===== config.mk =====
export PLATFORM = sky130hd
export DESIGN_NAME = intersection_phase_scheduler_flat
export DESIGN_NICKNAME = d
export VERILOG_FILES = /design/src/rtl/tlc_pkg.sv /design/src/rtl/intersection_phase_scheduler_if.sv /design/src/rtl/phase_timer.sv /design/src/rtl/intersection_phase_scheduler.sv /design/src/flat_wrapper.sv
export SDC_FILE = /design/constraint.sdc
export NUM_CORES = 1
export LEC_CHECK = 0
export CAP_MARGIN = 0
export CORE_AREA = 2 2 48 50
export CTS_CLUSTER_DIAMETER = 40
export DETAILED_ROUTE_END_ITERATION = 12
export DIE_AREA = 0 0 50 52
export GPL_ROUTABILITY_DRIVEN = 0
export HOLD_SLACK_MARGIN = 0.1
export PLACE_DENSITY = 0.71
export SLEW_MARGIN = 0
export SYNTH_ARGS = -nofsm -noshare
export SYNTH_HDL_FRONTEND = slang
export SYNTH_SLANG_ARGS = --single-unit
export TNS_END_PERCENT = 5

===== constraint.sdc =====
create_clock -name clk -period 3.05 [get_ports clk]
set_input_delay 0.915 -clock clk [delete_from_list [all_inputs] [get_ports clk]]
set_output_delay 0.915 -clock clk [all_outputs]
set_load 0.02 [all_outputs]

===== src/rtl/tlc_pkg.sv =====
// Shared encodings for the intersection phase scheduler:
// light codes, phase states and service selector.
package tlc_pkg;

  localparam logic [1:0] RED    = 2'b00;
  localparam logic [1:0] YELLOW = 2'b01;
  localparam logic [1:0] GREEN  = 2'b10;

  typedef enum logic [2:0] {
    HG   = 3'd0,
    HY   = 3'd1,
    AR1  = 3'd2,
    CG   = 3'd3,
    CY   = 3'd4,
    AR2  = 3'd5,
    WALK = 3'd6
  } state_e;

  typedef enum logic {
    CTRY = 1'b0,
    PED  = 1'b1
  } svc_e;

endpackage


===== src/rtl/intersection_phase_scheduler_if.sv =====
// Sensor inputs and lamp outputs of the intersection
// scheduler, grouped as one bundle.
interface intersection_phase_scheduler_if;

  logic       car_on_country_road;
  logic       ped_request;
  logic [1:0] highway_road;
  logic [1:0] country_road;
  logic       walk;
  logic       ped_pending;
  logic [2:0] phase;

  modport master (
    output car_on_country_road,
    output ped_request,
    input  highway_road,
    input  country_road,
    input  walk,
    input  ped_pending,
    input  phase
  );

  modport slave (
    input  car_on_country_road,
    input  ped_request,
    output highway_road,
    output country_road,
    output walk,
    output ped_pending,
    output phase
  );

endinterface


===== src/rtl/phase_timer.sv =====
// Cycles-in-phase counter: zeroed on a phase change,
// otherwise counts up and sticks at all-ones.
module phase_timer #(
  parameter int TIMER_W = 8
) (
  input  logic               clk,
  input  logic               rst_n,
  input  logic               zero,
  output logic [TIMER_W-1:0] count
);

  always_ff @(posedge clk or negedge rst_n) begin
    if (!rst_n) begin
      count <= '0;
    end else if (zero) begin
      count <= '0;
    end else if (count != '1) begin
      count <= count + 1'b1;
    end
  end

endmodule


===== src/rtl/intersection_phase_scheduler.sv =====
// Highway/country/pedestrian phase sequencer with
// round-robin service after a highway minimum green.
module intersection_phase_scheduler
  import tlc_pkg::*;
#(
  parameter int MIN_GREEN   = 5,
  parameter int MAX_GREEN   = 10,
  parameter int YELLOW_TIME = 3,
  parameter int CLEAR_TIME  = 2,
  parameter int WALK_TIME   = 6,
  parameter int TIMER_W     = 8
) (
  input logic clk,
  input logic clear,
  intersection_phase_scheduler_if.slave bus
);

  localparam logic [TIMER_W-1:0] T_MIN =
    TIMER_W'(MIN_GREEN - 1);
  localparam logic [TIMER_W-1:0] T_MAX =
    TIMER_W'(MAX_GREEN - 1);
  localparam logic [TIMER_W-1:0] T_YEL =
    TIMER_W'(YELLOW_TIME - 1);
  localparam logic [TIMER_W-1:0] T_CLR =
    TIMER_W'(CLEAR_TIME - 1);
  localparam logic [TIMER_W-1:0] T_WLK =
    TIMER_W'(WALK_TIME - 1);

  state_e             state_q, state_d;
  svc_e               svc_q, svc_d;
  svc_e               last_q, last_d;
  logic               pend_q, pend_d;
  logic [TIMER_W-1:0] tmr;
  logic               car;
  logic               change;

  assign car    = bus.car_on_country_road;
  assign change = (state_d != state_q);

  phase_timer #(.TIMER_W(TIMER_W)) u_timer (
    .clk   (clk),
    .rst_n (clear),
    .zero  (change),
    .count (tmr)
  );

  always_comb begin
    state_d = state_q;
    svc_d   = svc_q;
    case (state_q)
      HG: begin
        if (tmr >= T_MIN && (car || pend_q)) begin
          state_d = HY;
          if (car && pend_q) begin
            svc_d = (last_q == CTRY) ? PED : CTRY;
          end else if (car) begin
            svc_d = CTRY;
          end else begin
            svc_d = PED;
          end
        end
      end
      HY:   if (tmr == T_YEL) state_d = AR1;
      AR1: begin
        if (tmr == T_CLR) begin
          state_d = (svc_q == CTRY) ? CG : WALK;
        end
      end
      CG: begin
        if (!car || tmr == T_MAX) state_d = CY;
      end
      CY:   if (tmr == T_YEL) state_d = AR2;
      WALK: if (tmr == T_WLK) state_d = AR2;
      AR2:  if (tmr == T_CLR) state_d = HG;
      default: state_d = HG;
    endcase
  end

  // Entering WALK both records service and drops the
  // latch, so a press on that same cycle is lost.
  always_comb begin
    last_d = last_q;
    pend_d = pend_q;
    if (change && state_d == CG) last_d = CTRY;
    if (change && state_d == WALK) begin
      last_d = PED;
      pend_d = 1'b0;
    end else if (bus.ped_request && state_q != WALK) begin
      pend_d = 1'b1;
    end
  end

  always_ff @(posedge clk or negedge clear) begin
    if (!clear) begin
      state_q <= HG;
      svc_q   <= CTRY;
      last_q  <= PED;
      pend_q  <= 1'b0;
    end else begin
      state_q <= state_d;
      svc_q   <= svc_d;
      last_q  <= last_d;
      pend_q  <= pend_d;
    end
  end

  always_comb begin
    bus.highway_road = RED;
    bus.country_road = RED;
    bus.walk         = 1'b0;
    case (state_q)
      HG:      bus.highway_road = GREEN;
      HY:      bus.highway_road = YELLOW;
      CG:      bus.country_road = GREEN;
      CY:      bus.country_road = YELLOW;
      WALK:    bus.walk         = 1'b1;
      default: ;
    endcase
  end

  assign bus.ped_pending = pend_q;
  assign bus.phase       = state_q;

endmodule


===== src/flat_wrapper.sv =====
// flat-port wrapper written by rule: the top's interface ports become plain ports
module intersection_phase_scheduler_flat import tlc_pkg::*;
#(
  parameter int MIN_GREEN   = 5,
  parameter int MAX_GREEN   = 10,
  parameter int YELLOW_TIME = 3,
  parameter int CLEAR_TIME  = 2,
  parameter int WALK_TIME   = 6,
  parameter int TIMER_W     = 8
)
  (clk, clear, bus_car_on_country_road, bus_ped_request, bus_highway_road, bus_country_road, bus_walk, bus_ped_pending, bus_phase);
  intersection_phase_scheduler_if bus_i ();
  input logic clk;
  input logic clear;
  input wire logic [$bits(bus_i.car_on_country_road)-1:0] bus_car_on_country_road;
  input wire logic [$bits(bus_i.ped_request)-1:0] bus_ped_request;
  output wire logic [$bits(bus_i.highway_road)-1:0] bus_highway_road;
  output wire logic [$bits(bus_i.country_road)-1:0] bus_country_road;
  output wire logic [$bits(bus_i.walk)-1:0] bus_walk;
  output wire logic [$bits(bus_i.ped_pending)-1:0] bus_ped_pending;
  output wire logic [$bits(bus_i.phase)-1:0] bus_phase;
  assign bus_i.car_on_country_road = bus_car_on_country_road;
  assign bus_i.ped_request = bus_ped_request;
  assign bus_highway_road = bus_i.highway_road;
  assign bus_country_road = bus_i.country_road;
  assign bus_walk = bus_i.walk;
  assign bus_ped_pending = bus_i.ped_pending;
  assign bus_phase = bus_i.phase;
  intersection_phase_scheduler #(.MIN_GREEN(MIN_GREEN), .MAX_GREEN(MAX_GREEN), .YELLOW_TIME(YELLOW_TIME), .CLEAR_TIME(CLEAR_TIME), .WALK_TIME(WALK_TIME), .TIMER_W(TIMER_W)) u_core (.clk(clk), .clear(clear), .bus(bus_i));
endmodule

==> results of run 1 <==
## cell usage after synthesis, drive strengths merged (2+ instances only)
cell	count
nor3b	2
inv	4
and3b	2
and3	2
o211ai	2
nand2b	3
nor2	7
ha	4
buf	5
a21oi	6
nand3	5
or4bb	2
and4	2
nor4	3
nand3b	2
nand2	3
o21ai	4
a31oi	3
dfrtp	13
nor3	11
## per-stage QoR
step           total power [mW]  cells
2_1_floorplan             0.706    104
3_3_place_gp              0.867    139
3_5_place_dp              0.875    139
4_1_cts                   0.991    143
5_1_grt                    1.07    143
6_report                  0.987    143
## power breakdown
group          internal, mW  switching [mW]
registers             0.246           0.110
clock network        0.0507          0.0622
logic                 0.243           0.276
## logic make-up (layout without fill, tap and decap cells)
group,Yosys count,after routing,synth area share
and+or+nand+nor,51,51,0.334
AOI/OAI and AO/OA,24,24,0.203
DFF,14,14,0.357
buffers and inverters,10,21,0.0469
adders and majority gates,4,4,0.0508
xor gates and xnor gates,1,1,0.00888
## critical path, delay by kind of cell (launching register included)
kind / cells / cell delay (ns)
buf+inv: 1 / 0.63
flops: 1 / 0.68
simple gates: 1 / 0.31
## state kept, by name (all words and copies together), names as in the netlist
name	cells
u_core.bus.ped_pending	1
u_core.bus.phase	3
u_core.last_q	1
u_core.svc_q	1
u_core.u_timer.count	8
## routing by layer
metal / share of wire / global-route usage / vias to the layer above
met5: 0 / 0 / -
met4: 0.011 / 0.0556 / 0
met3: 0.044 / 0.0546 / 4
met2: 0.51 / 0.327 / 28
met1: 0.44 / 0.241 / 426
li1: - / - / 421
## cell type report
class	instances	area, um^2
clock buffers	4	26.3
repair buffers	13	128
multi-input cells	80	588
inverters	4	15.0
well taps	28	35.0
flip-flops and latches	14	352
fillers	181	962
## worst max path at each step
stage	to	slack (ns)
floorplan	bus_country_road[0]	0.69
global placement	u_core.u_timer.count[3]	0.48
detailed placement	u_core.u_timer.count[5]	0.41
CTS	bus_country_road[1]	0.24
global route	bus_country_road[0]	0.15
finish	bus_country_road[1]	0.23
## cells in the final DEF (no fill, tap or decap), types with 4 or more instances in the layout
cell type	instances
o21ai_0	4
nor2_1	7
nor3_1	11
dfrtp_1	13
ha_1	4
clkdlybuf4s50_1	12
a21oi_1	6
nand3_1	5
inv_1	4
==> flow_summary.toml, run 1 <==
[timing]
holdWs_ns = 0.524
final-hold-violation-count = 0
finalSetupTns_ns = 0
min_period_ns = 2.82
setup_violations = 0
timing.fmax_mhz = 355
final_max_slew_viol_count = 0
worst_slack_ns = 0.232
rsz0062_at_grt = "false"
fin_skew_ns = 0.00799
relSlewSlack = 0.512
tightestPinTransition_ns = 0.728
fin_crit_sh = 0.924

[clock_tree]
cts_resized = 0
hold_buffers = 0
postCtsSetupRepairBufs = 0
cts_sinks = 14
cts_buffer_depth = 2
htreeDepth = 1
cts_made_buffers = 3
cts_tree = "built"
cts-root-buf = "clkbuf_4"
clkTransAtPathRegs_ns = 0.09
insertion_delay_ns = 0.28

[layout]
diodes = 0
final_area_mm2 = 0.00114
final_util = 0.543
drive_above_1_share = 0.104
nNetsFinal = 124
syn2layout_area_growth_pct = 16.0

[logic_synthesis]
synth_nets = 112
netlist-cell-type-count = 42
ys_ff_latch = 14
ys_seq_area_frac = 0.357
synth_area_um2 = 986
yosys-top-cells-area = "dfrtp_1, nor3_1, ha_1"
synth_flop_cell = "dfrtp_1"
syn_area_per_cell_um2 = 9.48
yosysTopAreaCellShare = 0.330
synthCells = 104
async_reset_ff_frac = 1.00
ys_warn_count = 0
synth_area_leader_cell = "dfrtp_1"
synth_edf_count = 0

[floorplanning]
io_pins = 13
dieArea_mm2 = 0.00260
die_x_um = 50
rows = 17
core_area_mm2 = 0.00211
initial_utilization = 0.468
die_h_um = 52

[placement]
place_area_mm2 = 0.00112
numPortBuffers = 12
pre_cts_ws_ns = 0.405
dp.final_hpwl_um = 1580

[worst_setup_path]
worst-setup-path-type = "reg2out"
critPathLaunch = "u_core.bus.phase[0]"
r2r_slack_ns = 0.60
max_stage_delay_ns = 0.68
crit_path_top_delay_cell = "dfrtp_1"
r2r_start = "u_core.u_timer.count[1]"
crit_chain = "and3b_1, clkdlybuf4s50_1"
cp.arrival_ns = 1.90
cp_data_required_time_ns = 2.13
critPathLaunchType = "flip-flop"
timing.rr.end = "u_core.u_timer.count[5]"
cp_max_fo = 17
end_kind = "primary output"
r2r_cells = 7

[routing]
drc = 0
first_iter_violations = 32
wl_per_cell_um = 15.2
vias = 879
first_pass_iters = 4
totalWireLength_um = 2170
vias_per_cell = 6.15
antenna_left = 0

[global_route]
grt_pass1_wl_um = 3750
grt-ovfl-total = 0
antenna_found_initial = 0
grt_pass1_vias = 797
grt_max_degree = 18
grt_use_total = 0.194

[hold_path]
hp-start = "u_core.last_q"
min_to = "u_core.last_q"
hold_class = "reg2reg"
whs_path_depth = 1

[run_status]
status = "completed"

[power_and_ir_drop]
ir_worst_vdd_mv = 0.500
power_density_mw_per_mm2 = 863
leakage_nw = 0.467

[job]
drv_cap = 0
(Power assumes the default switching activity.)
==> inputs of run 2 (changes only) <==
--- a/config.mk
+++ b/config.mk
@@ -17,4 +17,4 @@
 export SYNTH_ARGS = -nofsm -noshare
 export SYNTH_HDL_FRONTEND = slang
 export SYNTH_SLANG_ARGS = --single-unit
-export TNS_END_PERCENT = 5
+export TNS_END_PERCENT = 30
==> results of run 2 <==
Same layout as run 1: the final DEF is identical, and so are final timing and power.
==> inputs of run 3 (changes only) <==
--- a/config.mk
+++ b/config.mk
@@ -12,7 +12,7 @@
 export DIE_AREA = 0 0 50 52
 export GPL_ROUTABILITY_DRIVEN = 0
 export HOLD_SLACK_MARGIN = 0.1
-export PLACE_DENSITY = 0.71
+export PLACE_DENSITY = 0.75
 export SLEW_MARGIN = 0
 export SYNTH_ARGS = -nofsm -noshare
 export SYNTH_HDL_FRONTEND = slang
==> constraint.sdc (replaced) <==
create_clock -name clk -period 3.05 [get_ports clk]
set_input_delay 0.915 -clock clk [delete_from_list [all_inputs] [get_ports clk]]
set_output_delay 0.915 -clock clk [all_outputs]
set_load 0.05 [all_outputs]
==> run 3 against run 2 <==
  * Worst hold slack is essentially flat
  * Critical path type unchanged
  * Global-route usage rose by 0.66 points
  * Core utilization grew 0.77 points
  * Wire length is 5.2% higher
  * Clock power increased by 21%
  * First-iteration DRC count fell by 25%
  * Die area is the same
  * Clock-buffer cell count unchanged
  * Critical path depth is 1 higher
  * Non-clock buffer count is the same
  * Power grew 12%
  * Via count fell by 0.68%
==> flow_summary.toml, run 3 (synthesized netlist as in run 1, its figures left out) <==
[run_status]
status = "completed"

[timing]
final-hold-violation-count = 0
finalSetupTns_ns = 0
relSlewSlack = 0.521
rsz0062_at_grt = "false"
min_period_ns = 2.96
timing.fmax_mhz = 338
fin_crit_sh = 0.970
fin_skew_ns = 0.00376
final_max_slew_viol_count = 0
tightestPinTransition_ns = 0.716
holdWs_ns = 0.524
setup_violations = 0

[layout]
final_cells = 143
drive_above_1_share = 0.122
nNetsFinal = 124
layout_common_cells = "dfrtp_1, nor3_1, clkdlybuf4s50_1"
largest_reg_flops = 8
final_area_mm2 = 0.00116
largest_register = "u_core.u_timer.count"
syn2layout_area_growth_pct = 17.6
diodes = 0
final_common_cell = "dfrtp_1"

[placement]
numPortBuffers = 12
placed_cells = 139
place_area_mm2 = 0.00112
dp.final_hpwl_um = 1670

[power_and_ir_drop]
power_mw = 1.11
leakage_nw = 0.495
ir_worst_vdd_mv = 0.524
power_density_mw_per_mm2 = 955

[global_route]
grt_max_degree = 16
grt_pass1_wl_um = 3900
antenna_found_initial = 0
grt_pass1_vias = 839
grt_use_total = 0.200
grt-ovfl-total = 0

[routing]
first_pass_iters = 4
totalWireLength_um = 2290
vias = 873
wl_per_cell_um = 16.0
first_iter_violations = 24
vias_per_cell = 6.10
antenna_left = 0
drc = 0

[clock_tree]
hold_buffers = 0
cts_sinks = 14
insertion_delay_ns = 0.28
htreeDepth = 1
cts-root-buf = "clkbuf_4"
cts_buffer_depth = 2
cts_made_buffers = 3
clkTransAtPathRegs_ns = 0.09
cts_tree = "built"
postCtsSetupRepairBufs = 0

[floorplanning]
rows = 17
die_h_um = 52
die_x_um = 50
io_pins = 13
core_area_mm2 = 0.00211
initial_utilization = 0.468
dieArea_mm2 = 0.00260

[hold_path]
whs_path_depth = 1
hp-start = "u_core.last_q"
min_to = "u_core.last_q"
hold_class = "reg2reg"

[worst_setup_path]
timing.rr.end = "u_core.u_timer.count[5]"
r2r_start = "u_core.u_timer.count[1]"
r2r_slack_ns = 0.63
cp_max_fo = 15
cp.arrival_ns = 2.04
cp_data_required_time_ns = 2.13
end_kind = "primary output"
r2r_cells = 7
worst-setup-path-type = "reg2out"
critPathLaunchType = "flip-flop"

[job]
drv_cap = 0
run 3: worst max-delay path by stage:
| stage | start | to | slack [ns] |
|---|---|---|---|
| 6_report | u_core.bus.phase[1] | bus_walk | 0.09 |
| 5_1_grt | u_core.bus.phase[1] | bus_walk | 0.004 |
| 4_1_cts | u_core.bus.phase[1] | bus_country_road[1] | 0.08 |
| 3_5_place_dp | u_core.bus.phase[2] | bus_country_road[0] | 0.32 |
| 3_3_place_gp | u_core.bus.phase[2] | bus_country_road[0] | 0.32 |
| 2_1_floorplan | u_core.bus.phase[0] | bus_highway_road[0] | -0.11 |
run 3: metrics by stage:
step,setup slack [ns],utilization
2_1_floorplan,-0.114,-
3_3_place_gp,0.318,0.533
3_5_place_dp,0.318,0.533
4_1_cts,0.0762,0.550
5_1_grt,0.00416,0.551
6_report,0.0925,0.551
run 3: power breakdown:
part | switching (mW) | internal [mW]
registers | 0.114 | 0.246
clock network | 0.0645 | 0.0727
logic | 0.369 | 0.242
total | 0.548 | 0.560
run 3: worst max-delay path, cell delays in order, from the launching register on:
cell and delay (ns):
dfrtp_1 0.64, nand3b_1 0.23, inv_1 0.09, clkdlybuf4s50_1 0.79
run 3: timing repair:
action | CTS | global route
endpoints found under the setup margin | 1 | 1
pin swaps | 0 | 0
gates resized for setup | 1 | 1
run 3: routing by layer:
layer / GRT usage / vias to the layer above / routed length [um]
met5: 0 / - / 0
met1: 0.243 / 424 / 1000
li1: - / 422 / -
met3: 0.0287 / 6 / 76
met4: 0.111 / 0 / 49
met2: 0.340 / 21 / 1160
run 3: layout make-up:
type | instances | area [um^2]
Fill cell | 197 | 946
Timing Repair Buffer | 13 | 129
Sequential cell | 14 | 352
Clock buffer | 4 | 36.3
Tap cell | 28 | 35.0
Multi-Input combinational cell | 80 | 593
Inverter | 4 | 15.0
